<file path="config.mk">
export PLATFORM = sky130hd
export DESIGN_NAME = led_pwm_sequencer
export DESIGN_NICKNAME = d
export VERILOG_FILES = /design/src/rtl/led_pkg.sv /design/src/rtl/led_tick_gen.sv /design/src/rtl/led_pwm_sequencer.sv
export SDC_FILE = /design/constraint.sdc
export NUM_CORES = 1
export LEC_CHECK = 0
export CAP_MARGIN = 20
export CORE_ASPECT_RATIO = 0.8
export CORE_UTILIZATION = 45
export CTS_BUF_LIST = sky130_fd_sc_hd__clkbuf_8
export DETAILED_ROUTE_END_ITERATION = 8
export DONT_BUFFER_PORTS = 1
export GPL_TIMING_DRIVEN = 1
export PLACE_DENSITY_LB_ADDON = 0.05
export REMOVE_ABC_BUFFERS = 1
export SETUP_SLACK_MARGIN = 0.4
export SYNTH_ARGS = -nofsm -noshare
export SYNTH_HDL_FRONTEND = slang
export SYNTH_SLANG_ARGS = --single-unit
</file>
<file path="constraint.sdc">
create_clock -name clk -period 2.3 [get_ports clk]
set_input_delay 0.46 -clock clk [delete_from_list [all_inputs] [get_ports clk]]
set_output_delay 0.46 -clock clk [all_outputs]
set_load 0.01 [all_outputs]
</file>
<file path="src/rtl/led_pkg.sv">
// Shared definitions for the LED PWM sequencer: mode encoding, LED count and duty type.
package led_pkg;

   localparam int unsigned LED_COUNT     = 4;
   localparam int unsigned PWM_BITS_DEF  = 8;

   typedef enum logic [1:0] {
      MODE_OFF     = 2'd0,
      MODE_BLINK   = 2'd1,
      MODE_BREATHE = 2'd2,
      MODE_CHASE   = 2'd3
   } mode_e;

   typedef logic [PWM_BITS_DEF-1:0] duty_t;

endpackage

</file>
<file path="src/rtl/led_tick_gen.sv">
// Free-running prescaler; o_step_tick pulses for one cycle each time the count wraps.
module led_tick_gen #(
   parameter int unsigned CLK_FREQ = 32000000,
   parameter int unsigned STEP_HZ  = 64
) (
   input  logic i_clk,
   input  logic i_rst,
   output logic o_step_tick
);

   localparam int unsigned DIV  = CLK_FREQ / STEP_HZ;
   localparam int unsigned CW   = (DIV > 1) ? $clog2(DIV) : 1;
   localparam logic [CW-1:0] LAST = CW'(DIV - 1);

   logic [CW-1:0] r_cnt;

   always_ff @(posedge i_clk) begin
      if (i_rst) begin
         r_cnt <= '0;
      end else if (r_cnt == LAST) begin
         r_cnt <= '0;
      end else begin
         r_cnt <= r_cnt + 1'b1;
      end
   end

   assign o_step_tick = (r_cnt == LAST);

endmodule

</file>
<file path="src/rtl/led_pwm_sequencer.sv">
// Four-LED PWM output stage with off/blink/breathe/chase modes, commanded through a
// valid/ready handshake and applied only on a PWM period boundary.
module led_pwm_sequencer
   import led_pkg::*;
#(
   parameter int unsigned CLK_FREQ    = 32000000,
   parameter int unsigned STEP_HZ     = 64,
   parameter int unsigned PWM_BITS    = 8,
   parameter int unsigned BLINK_STEPS = 32,
   parameter int unsigned BREATHE_INC = 4
) (
   input  logic                 clk,
   input  logic                 rst,
   input  logic [1:0]           cmd_mode,
   input  logic                 cmd_valid,
   output logic                 cmd_ready,
   output logic [1:0]           mode_active,
   output logic [LED_COUNT-1:0] led
);

   localparam int unsigned SW = (BLINK_STEPS > 1) ? $clog2(BLINK_STEPS) : 1;
   localparam logic [SW-1:0]       STEP_LAST    = SW'(BLINK_STEPS - 1);
   localparam logic [PWM_BITS-1:0] DUTY_MAX     = '1;
   localparam logic [PWM_BITS:0]   DUTY_MAX_EXT = {1'b0, DUTY_MAX};
   localparam logic [PWM_BITS:0]   INC_EXT      = (PWM_BITS + 1)'(BREATHE_INC);
   localparam logic [PWM_BITS-1:0] INC_N        = PWM_BITS'(BREATHE_INC);

   logic [PWM_BITS-1:0] r_pwm_cnt;
   logic                r_cmd_ready;
   mode_e               r_pend_mode;
   mode_e               r_mode;
   logic [PWM_BITS-1:0] r_level;
   logic                r_dir_down;
   logic [SW-1:0]       r_step_cnt;
   logic                r_blink_lit;
   logic [1:0]          r_chase_idx;
   logic [LED_COUNT-1:0][PWM_BITS-1:0] r_duty;
   logic [LED_COUNT-1:0] r_led;

   logic                w_step_tick;
   logic                w_pwm_wrap;
   logic                w_accept;
   logic                w_apply;
   logic [PWM_BITS:0]   w_level_ext;
   mode_e               w_mode_d;
   logic [PWM_BITS-1:0] w_level_d;
   logic                w_dir_down_d;
   logic [SW-1:0]       w_step_cnt_d;
   logic                w_blink_lit_d;
   logic [1:0]          w_chase_idx_d;
   logic [LED_COUNT-1:0][PWM_BITS-1:0] w_duty_d;

   led_tick_gen #(
      .CLK_FREQ (CLK_FREQ),
      .STEP_HZ  (STEP_HZ)
   ) u_tick_gen (
      .i_clk       (clk),
      .i_rst       (rst),
      .o_step_tick (w_step_tick)
   );

   assign w_pwm_wrap  = (r_pwm_cnt == '0);
   assign w_accept    = cmd_valid & r_cmd_ready;
   // Pending exists exactly while ready is low, so an accept on a wrap cycle waits a full period.
   assign w_apply     = ~r_cmd_ready & w_pwm_wrap;
   assign w_level_ext = {1'b0, r_level};

   always_comb begin
      w_mode_d      = r_mode;
      w_level_d     = r_level;
      w_dir_down_d  = r_dir_down;
      w_step_cnt_d  = r_step_cnt;
      w_blink_lit_d = r_blink_lit;
      w_chase_idx_d = r_chase_idx;
      if (w_apply) begin
         w_mode_d      = r_pend_mode;
         w_level_d     = '0;
         w_dir_down_d  = 1'b0;
         w_step_cnt_d  = '0;
         w_blink_lit_d = 1'b1;
         w_chase_idx_d = 2'd0;
      end else if (w_step_tick) begin
         if (r_step_cnt == STEP_LAST) begin
            w_step_cnt_d  = '0;
            w_blink_lit_d = ~r_blink_lit;
            w_chase_idx_d = r_chase_idx + 2'd1;
         end else begin
            w_step_cnt_d = r_step_cnt + 1'b1;
         end
         // Saturate at either end and turn around; the level never wraps.
         if (!r_dir_down) begin
            if ((DUTY_MAX_EXT - w_level_ext) <= INC_EXT) begin
               w_level_d    = DUTY_MAX;
               w_dir_down_d = 1'b1;
            end else begin
               w_level_d = r_level + INC_N;
            end
         end else begin
            if (w_level_ext <= INC_EXT) begin
               w_level_d    = '0;
               w_dir_down_d = 1'b0;
            end else begin
               w_level_d = r_level - INC_N;
            end
         end
      end
   end

   // Duty is derived from next-state values so a newly applied mode takes effect immediately.
   always_comb begin
      w_duty_d = '0;
      for (int i = 0; i < int'(LED_COUNT); i++) begin
         unique case (w_mode_d)
            MODE_OFF:     w_duty_d[i] = '0;
            MODE_BLINK:   w_duty_d[i] = w_blink_lit_d ? DUTY_MAX : '0;
            MODE_BREATHE: w_duty_d[i] = w_level_d;
            MODE_CHASE:   w_duty_d[i] = (w_chase_idx_d == 2'(i)) ? DUTY_MAX : '0;
            default:      w_duty_d[i] = '0;
         endcase
      end
   end

   always_ff @(posedge clk) begin
      if (rst) begin
         r_pwm_cnt   <= '0;
         r_cmd_ready <= 1'b1;
         r_pend_mode <= MODE_OFF;
         r_mode      <= MODE_OFF;
         r_level     <= '0;
         r_dir_down  <= 1'b0;
         r_step_cnt  <= '0;
         r_blink_lit <= 1'b1;
         r_chase_idx <= 2'd0;
         r_duty      <= '0;
         r_led       <= '0;
      end else begin
         r_pwm_cnt <= r_pwm_cnt + 1'b1;
         if (w_accept) begin
            r_pend_mode <= mode_e'(cmd_mode);
            r_cmd_ready <= 1'b0;
         end else if (w_apply) begin
            r_cmd_ready <= 1'b1;
         end
         r_mode      <= w_mode_d;
         r_level     <= w_level_d;
         r_dir_down  <= w_dir_down_d;
         r_step_cnt  <= w_step_cnt_d;
         r_blink_lit <= w_blink_lit_d;
         r_chase_idx <= w_chase_idx_d;
         if (w_pwm_wrap) begin
            r_duty <= w_duty_d;
         end
         for (int i = 0; i < int'(LED_COUNT); i++) begin
            r_led[i] <= (r_pwm_cnt < r_duty[i]) | (r_duty[i] == DUTY_MAX);
         end
      end
   end

   assign cmd_ready   = r_cmd_ready;
   assign mode_active = r_mode;
   assign led         = r_led;

endmodule

</file>
[Yosys cells after proc, flatten, opt, wreduce, memory -nomap -nowiden]
Cells that the tools add are included.
Word-level totals
  bits in latches: 0
  memories kept: 0
  memory bits (read-only): 0
  register bits: 85
  logic and storage cells: 81
  output and inout port bits: 7
  bits of input ports: 5
  RAM bits: 0
Operators by class
  reductions and logical operators: 6
  equal/unequal tests: 12
  add/sub/neg operators: 7
  mux-type cells: 27
  bitwise operators: 8
  order comparisons: 6
  multiply operators: 0
  divide/modulo/power cells: 0
  shift operators: 0
Operators with widths (count)
  $pmux 8 s4: 4
  $mux 8: 10
  $eq 8x8->1 const B: 4
  $lt 8x8->1: 4
  $add 19x1->19 const B: 1
  $eq 19x19->1 const B: 1
  $le 9x3->1 const B: 1
  $sub 8x8->9 const A: 1
  $add 8x1->8 const B: 1
  $add 8x3->8 const B: 1
  $eq 2x2->1 const B: 4
  $le 8x3->1 const B: 1
  $logic_not 8->1: 1
  $mux 1: 8
  $mux 2: 4
  $sub 8x3->8 const B: 1
  $add 5x1->5 const B: 1
  $eq 5x5->1 const B: 1
  $mux 5: 1
  $eq 2x1->1 const B: 2
  $logic_not 2->1: 2
  $or 1x1->1: 4
  $reduce_or 2->1: 2
  $add 2x1->2 const B: 1
  other kinds (3): 5

[Logic depth before layout (Yosys ltp)]
  depth after elaboration: 7
  mapped depth: 9
  depth with buffers taken out: 8

[Modules after synthesis]
From an unflattened synthesis, not the netlist that was laid out.
Second synthesis, totals
  cells, all modules: 483
  area total of the unflattened synthesis: 4580.6 um^2
Modules (own cells, without submodules)
  led_pwm_sequencer: seq. area each 1321.3 um^2, area an instance 3684.8 um^2, cells each 381, instances 1
  led_tick_gen: seq. area each 380.4 um^2, area an instance 895.9 um^2, cells each 102, instances 1

[Worst setup path before layout]
Ideal clock, no wire load.
  path type: register -> register
  start point: register u_tick_gen.r_cnt[0]
  end point: register r_duty[22] (netlist bit)
  required time: 2.212 ns
  path slack: 0.069 ns
  data arrival time: 2.143 ns
  clock period less this slack: 2.231 ns
  stages on the path, launching flop included: 10
  buffers on the path: 2
  setup time: 0.088 ns
  cells stage by stage: dfxtp_1 > ha_1 > and4_1 > and2_1 > buf_2 > nand4b_2 > a311o_1 > and2_4 > buf_6 > a311oi_2
Between the ends
  cells in the longest elaborated chain, start to end: 6
  elaborated cells between the ends (all ways): 11
  classes of those cells: eq/ne: 2; mux: 9
RTL lines
  start, declared: RTL line led_tick_gen.sv:15  | logic [CW-1:0] r_cnt;
  start signal, assigned: RTL line led_tick_gen.sv:23  | r_cnt <= r_cnt + 1'b1;
  $eq 19x19->1 (*): RTL line led_tick_gen.sv:27  | assign o_step_tick = (r_cnt == LAST);
  $mux 2: RTL line led_pwm_sequencer.sv:82  | end else if (w_step_tick) begin
  $mux 2: RTL line led_pwm_sequencer.sv:75  | if (w_apply) begin
  $eq 2x2->1: RTL line led_pwm_sequencer.sv:117  | MODE_CHASE: w_duty_d[i] = (w_chase_idx_d == 2'(i)) ? DUTY_MAX : '0;
  $mux 8: RTL line led_pwm_sequencer.sv:117
  $pmux 8 s4 (*): RTL line led_pwm_sequencer.sv:113  | unique case (w_mode_d)
  end signal, assigned: RTL line led_pwm_sequencer.sv:151  | r_duty <= w_duty_d;
  end, declared: RTL line led_pwm_sequencer.sv:37  | logic [LED_COUNT-1:0][PWM_BITS-1:0] r_duty;
Every way passes the cells marked *; elsewhere a longest branch is shown, timed or not.
A chain may end at the register's enable or synchronous reset.

[Worst setup path after layout]
  start point: register r_pwm_cnt[1]
  end point: register r_duty[10] (netlist bit)
Between the ends
  cells in the longest elaborated chain, start to end: 6
  elaborated cells between the ends (all ways): 14
  classes of those cells: eq/ne: 4; mux: 7; bitwise: 1; reduce/logical: 2
RTL lines
  start, declared: RTL line led_pwm_sequencer.sv:28  | logic [PWM_BITS-1:0] r_pwm_cnt;
  start signal, assigned: RTL line led_pwm_sequencer.sv:137  | r_pwm_cnt <= r_pwm_cnt + 1'b1;
  $logic_not 8->1 (*): RTL line led_pwm_sequencer.sv:62  | assign w_pwm_wrap = (r_pwm_cnt == '0);
  $and 1x1->1: RTL line led_pwm_sequencer.sv:65  | assign w_apply = ~r_cmd_ready & w_pwm_wrap;
  $mux 2: RTL line led_pwm_sequencer.sv:75
  $eq 2x1->1: RTL line led_pwm_sequencer.sv:117
  $mux 8: RTL line led_pwm_sequencer.sv:117
  $pmux 8 s4: RTL line led_pwm_sequencer.sv:113
Marks and branches as above.

==> reports/results.tsv <==
stage	metric	value	unit
timing	maxSlewHeadroom	65.40	%
timing	slew_violations	0	
die	core_area	10240	µm²
logic_synthesis	ys_seq_area_share	35.85	%
critical_path	path_class	reg -> reg	
routing	drc	0	
cells_and_area	final_cell_area	6101	µm²
timing	final.setup_skew	9.541	ps
timing	tns	-150.3	ps
pwr	p_leak	2.332	nW
timing	period_needed	2346	ps
cells_and_area	layout_common_cells	dfxtp_1 (78), buf_4 (62), nor2_1 (57)	
logic_synthesis	synth.ff_latch_count	85	
logic_synthesis	synth_top_family_by_area	compound AO/OA/AOI/OAI gates	
timing	post-route-period-util	102.0	%
clock_tree	clkLatencyLatePin	360	ps
logic_synthesis	synth_edf_count	0	
placed_design	dpl_cell_area	5255	µm²
cells_and_area	instances_no_fill	759	
die	die-area	10970	µm²
critical_path	worstPathMaxFanout	7	
run_status	violations	setup timing	
routing	drt_pre_antenna_iters	5	
cells_and_area	area_delta_synth_final	28.52	%
die	die_h	93.87	µm
logic_synthesis	synth_top_area_cell	dfxtp_1	
clock_tree	cts_buffers	9	
timing	worst_slack	-45.91	ps
critical_path	path_cells	inv_2 -> ha_4 -> nor4b_4 -> nand2_2 -> mux2_4 -> a311o_2 -> o31a_1 -> a311oi_1	
placed_design	finalWeightedCongestion	0.8613	
logic_synthesis	ys.flop_type	dfxtp_1	
placed_design	dp_cells	720	
routing	top_layer_used	met4	
min_path	min_to	r_duty[12]$_SDFFE_PP0N_	
pwr	ir_drop	332.7	µV
cells_and_area	fin_util	59.58	%
routing	viasPerCell	5.682	
routing	via_count	4313	
routing	wl	13220	µm
min_path	hp-start	rst	
logic_synthesis	synth_compound_area_share	21.77	%
routing	drt-met1-wl	6853	µm
critical_path	cp_slowest_cell	a311o_2	
routing	antenna_left	0	
logic_synthesis	yosys.area_share.adder	9.752	%
cells_and_area	drive_gt1_share	30.53	%
logic_synthesis	async_flop_share	0	%
routing	drt_iter0_markers	340	
die	ios	12	
flow_run	drv_cap	0	
grt	grt_pass1_wl	20640	µm
grt	grt_start_max_net_pins	41	
die	start_util	46.36	%
clock_tree	ctsHtreeMaxLevel	3	
logic_synthesis	synth_cell_types	67	
logic_synthesis	yosys_warnings	0	
clock_tree	clockBufferDepth	2	
critical_path	worstSetupEndpointType	flip-flop	
timing	timing.fmax	0.4263	GHz
clock_tree	root_buffer	clkbuf_8	
logic_synthesis	synth_mux_area_share	0.9489	%
clock_tree	cts_sinks	85	
clock_tree	clk_pin_slew	80	ps
routing	wl_met3	636	µm
grt	overflow	0	
routing	dr_wl_met2	5625	µm
clock_tree	holdBufCountCts	0	
critical_path	timing.rr.end	r_duty[10]$_SDFFE_PP0N_	
pwr	power_density	481.2	nW/µm²
logic_synthesis	avgSynthCellArea	8.742	µm²
clock_tree	cts_tree	yes	
cells_and_area	layout_commonest_cell	dfxtp_1	
routing	wl_per_cell	17.42	µm
critical_path	max_stage_delay	420	ps
critical_path	worstReg2RegStart	r_pwm_cnt[1]$_SDFF_PP0_	
logic_synthesis	yosys-top-cells-area	dfxtp_1 (36%), ha_1 (9.8%), nor2_1 (4.5%)	
timing	finalHoldViolations	0	
cells_and_area	fin_nets	657	
grt	grt_usage	24.89	%
logic_synthesis	netlist_area	4747	µm²
placed_design	dp_hpwl	9196	µm
cells_and_area	diodes	0	
logic_synthesis	synth_xor_area_share	5.351	%
logic_synthesis	yosys.area_share.simple	20.85	%
grt	grt_pass1_vias	3973	
die	num_rows	33	
timing	tightest_slew	517.1	ps
grt	antenna_found_initial	0	
cells_and_area	num-fill-cells	943	
timing	setup_viol	7	
logic_synthesis	synthCells	543	
critical_path	worstSetupStartpointType	flip-flop	
critical_path	cp.arrival	2610	ps
run_status	status	complete, but fails checks	
min_path	holdPathStages	1	
critical_path	reg2reg_depth	8	
placed_design	io_buffers	0	
critical_path	critPathRequiredTime	2570	ps
logic_synthesis	yosysTopAreaCellShare	35.85	%
placed_design	place_ws	-158.2	ps
timing	rsz0062_at_grt	yes	
min_path	hold_path.class	in -> reg	
die	die_w	116.8	µm
critical_path	timing.reg2reg.setup_slack	-50	ps
-- where the power goes --
| part | switching (mW) | total (mW) | internal (mW) |
|---|---|---|---|
| Clock | 0.546 | 0.957 | 0.411 |
| Sequential | 0.0421 | 1.56 | 1.51 |
| Combinational | 0.223 | 0.422 | 0.199 |
-- cells in the mapped netlist, drive strengths merged, types with 4 or more instances --
master and instances:
a211oi 8, a21o 12, a21oi 35, a221o 6, a311oi 14, a31oi 5
and2 4, and3 7, buf 6, clkbuf 14, dfxtp 85, ha 37
inv 44, nand2 38, nand2b 9, nand3 21, nand4 14, nor2 58
nor3 11, nor4b 5, o21a 5, o21ai 11, o221a 8, o22ai 5
o31a 7, xnor2 9, xor2 20
-- cell families (layout without fill, tap and decap cells) --
kind of cell | after synthesis | after routing
compound gates | 137 | 137
xor+xnor | 29 | 29
fa+ha+maj | 37 | 37
buf+inv | 64 | 140
flops | 85 | 85
mux | 4 | 4
simple gates | 187 | 187
-- worst max-delay path, delay by kind of cell (launching register included) --
kind / cells / cell delay [ps]
compound gates: 3 / 950
fa+ha+maj: 1 / 130
buf+inv: 1 / 60
flops: 1 / 330
mux: 1 / 340
simple gates: 2 / 440
-- metal layers --
metal	vias to the layer above	track usage, %
met5	-	0
met2	96	35.95
met3	8	4.839
li1	2114	-
met4	0	6.013
met1	2095	37.45
-- how the worst max path moves through the flow --
stage | startpoint | endpoint | slack [ps] | cells past startpoint
floorplan | r_pwm_cnt[4]$_SDFF_PP0_ | r_duty[18]$_SDFFE_PP0N_ | -450 | 5
finish | r_pwm_cnt[1]$_SDFF_PP0_ | r_duty[10]$_SDFFE_PP0N_ | -50 | 8
detailed placement | r_pwm_cnt[0]$_SDFF_PP0_ | r_duty[10]$_SDFFE_PP0N_ | -160 | 8
CTS | r_pwm_cnt[1]$_SDFF_PP0_ | r_duty[10]$_SDFFE_PP0N_ | -30 | 8
global route | r_pwm_cnt[1]$_SDFF_PP0_ | r_duty[14]$_SDFFE_PP0N_ | -110 | 9
global placement | r_pwm_cnt[0]$_SDFF_PP0_ | r_duty[12]$_SDFFE_PP0N_ | -100 | 8
-- flip-flops by register name, indices dropped and copies added, names as in the netlist --
signal and flops:
r_duty 32, u_tick_gen.r_cnt 19, r_level 8, r_pwm_cnt 8, r_step_cnt 5, led 4
mode_active 2, r_chase_idx 2, r_pend_mode 2, cmd_ready 1, r_blink_lit 1, r_dir_down 1
-- layout make-up --
type                    count  area, µm²  area share, %
well taps                 140      175.2          2.871
inverters                  44      167.7          2.748
multi-input cells         394       3188          52.26
clock inverters             5      27.53         0.4512
repair buffers             81      691.9          11.34
flip-flops and latches     85       1713          28.08
clock buffers              10      137.6          2.256
-- timing repair --
item	in CTS	in global routing
hold endpoints to repair	0	0
setup buffers	15	5
gates cloned	1	3
pin swaps	25	19
gates resized for setup	59	62
endpoints found under the setup margin	61	64
-- metrics by stage --
stage / total power [mW] / hold WS [ps]
floorplan: 1.809 / 426.1
finish: 2.936 / 162.0
global route: 3.063 / 134.5
CTS: 2.933 / 141.3
global placement: 1.918 / 447.0
detailed placement: 1.924 / 457.4
No activity file was read; power rests on OpenSTA's default activity.
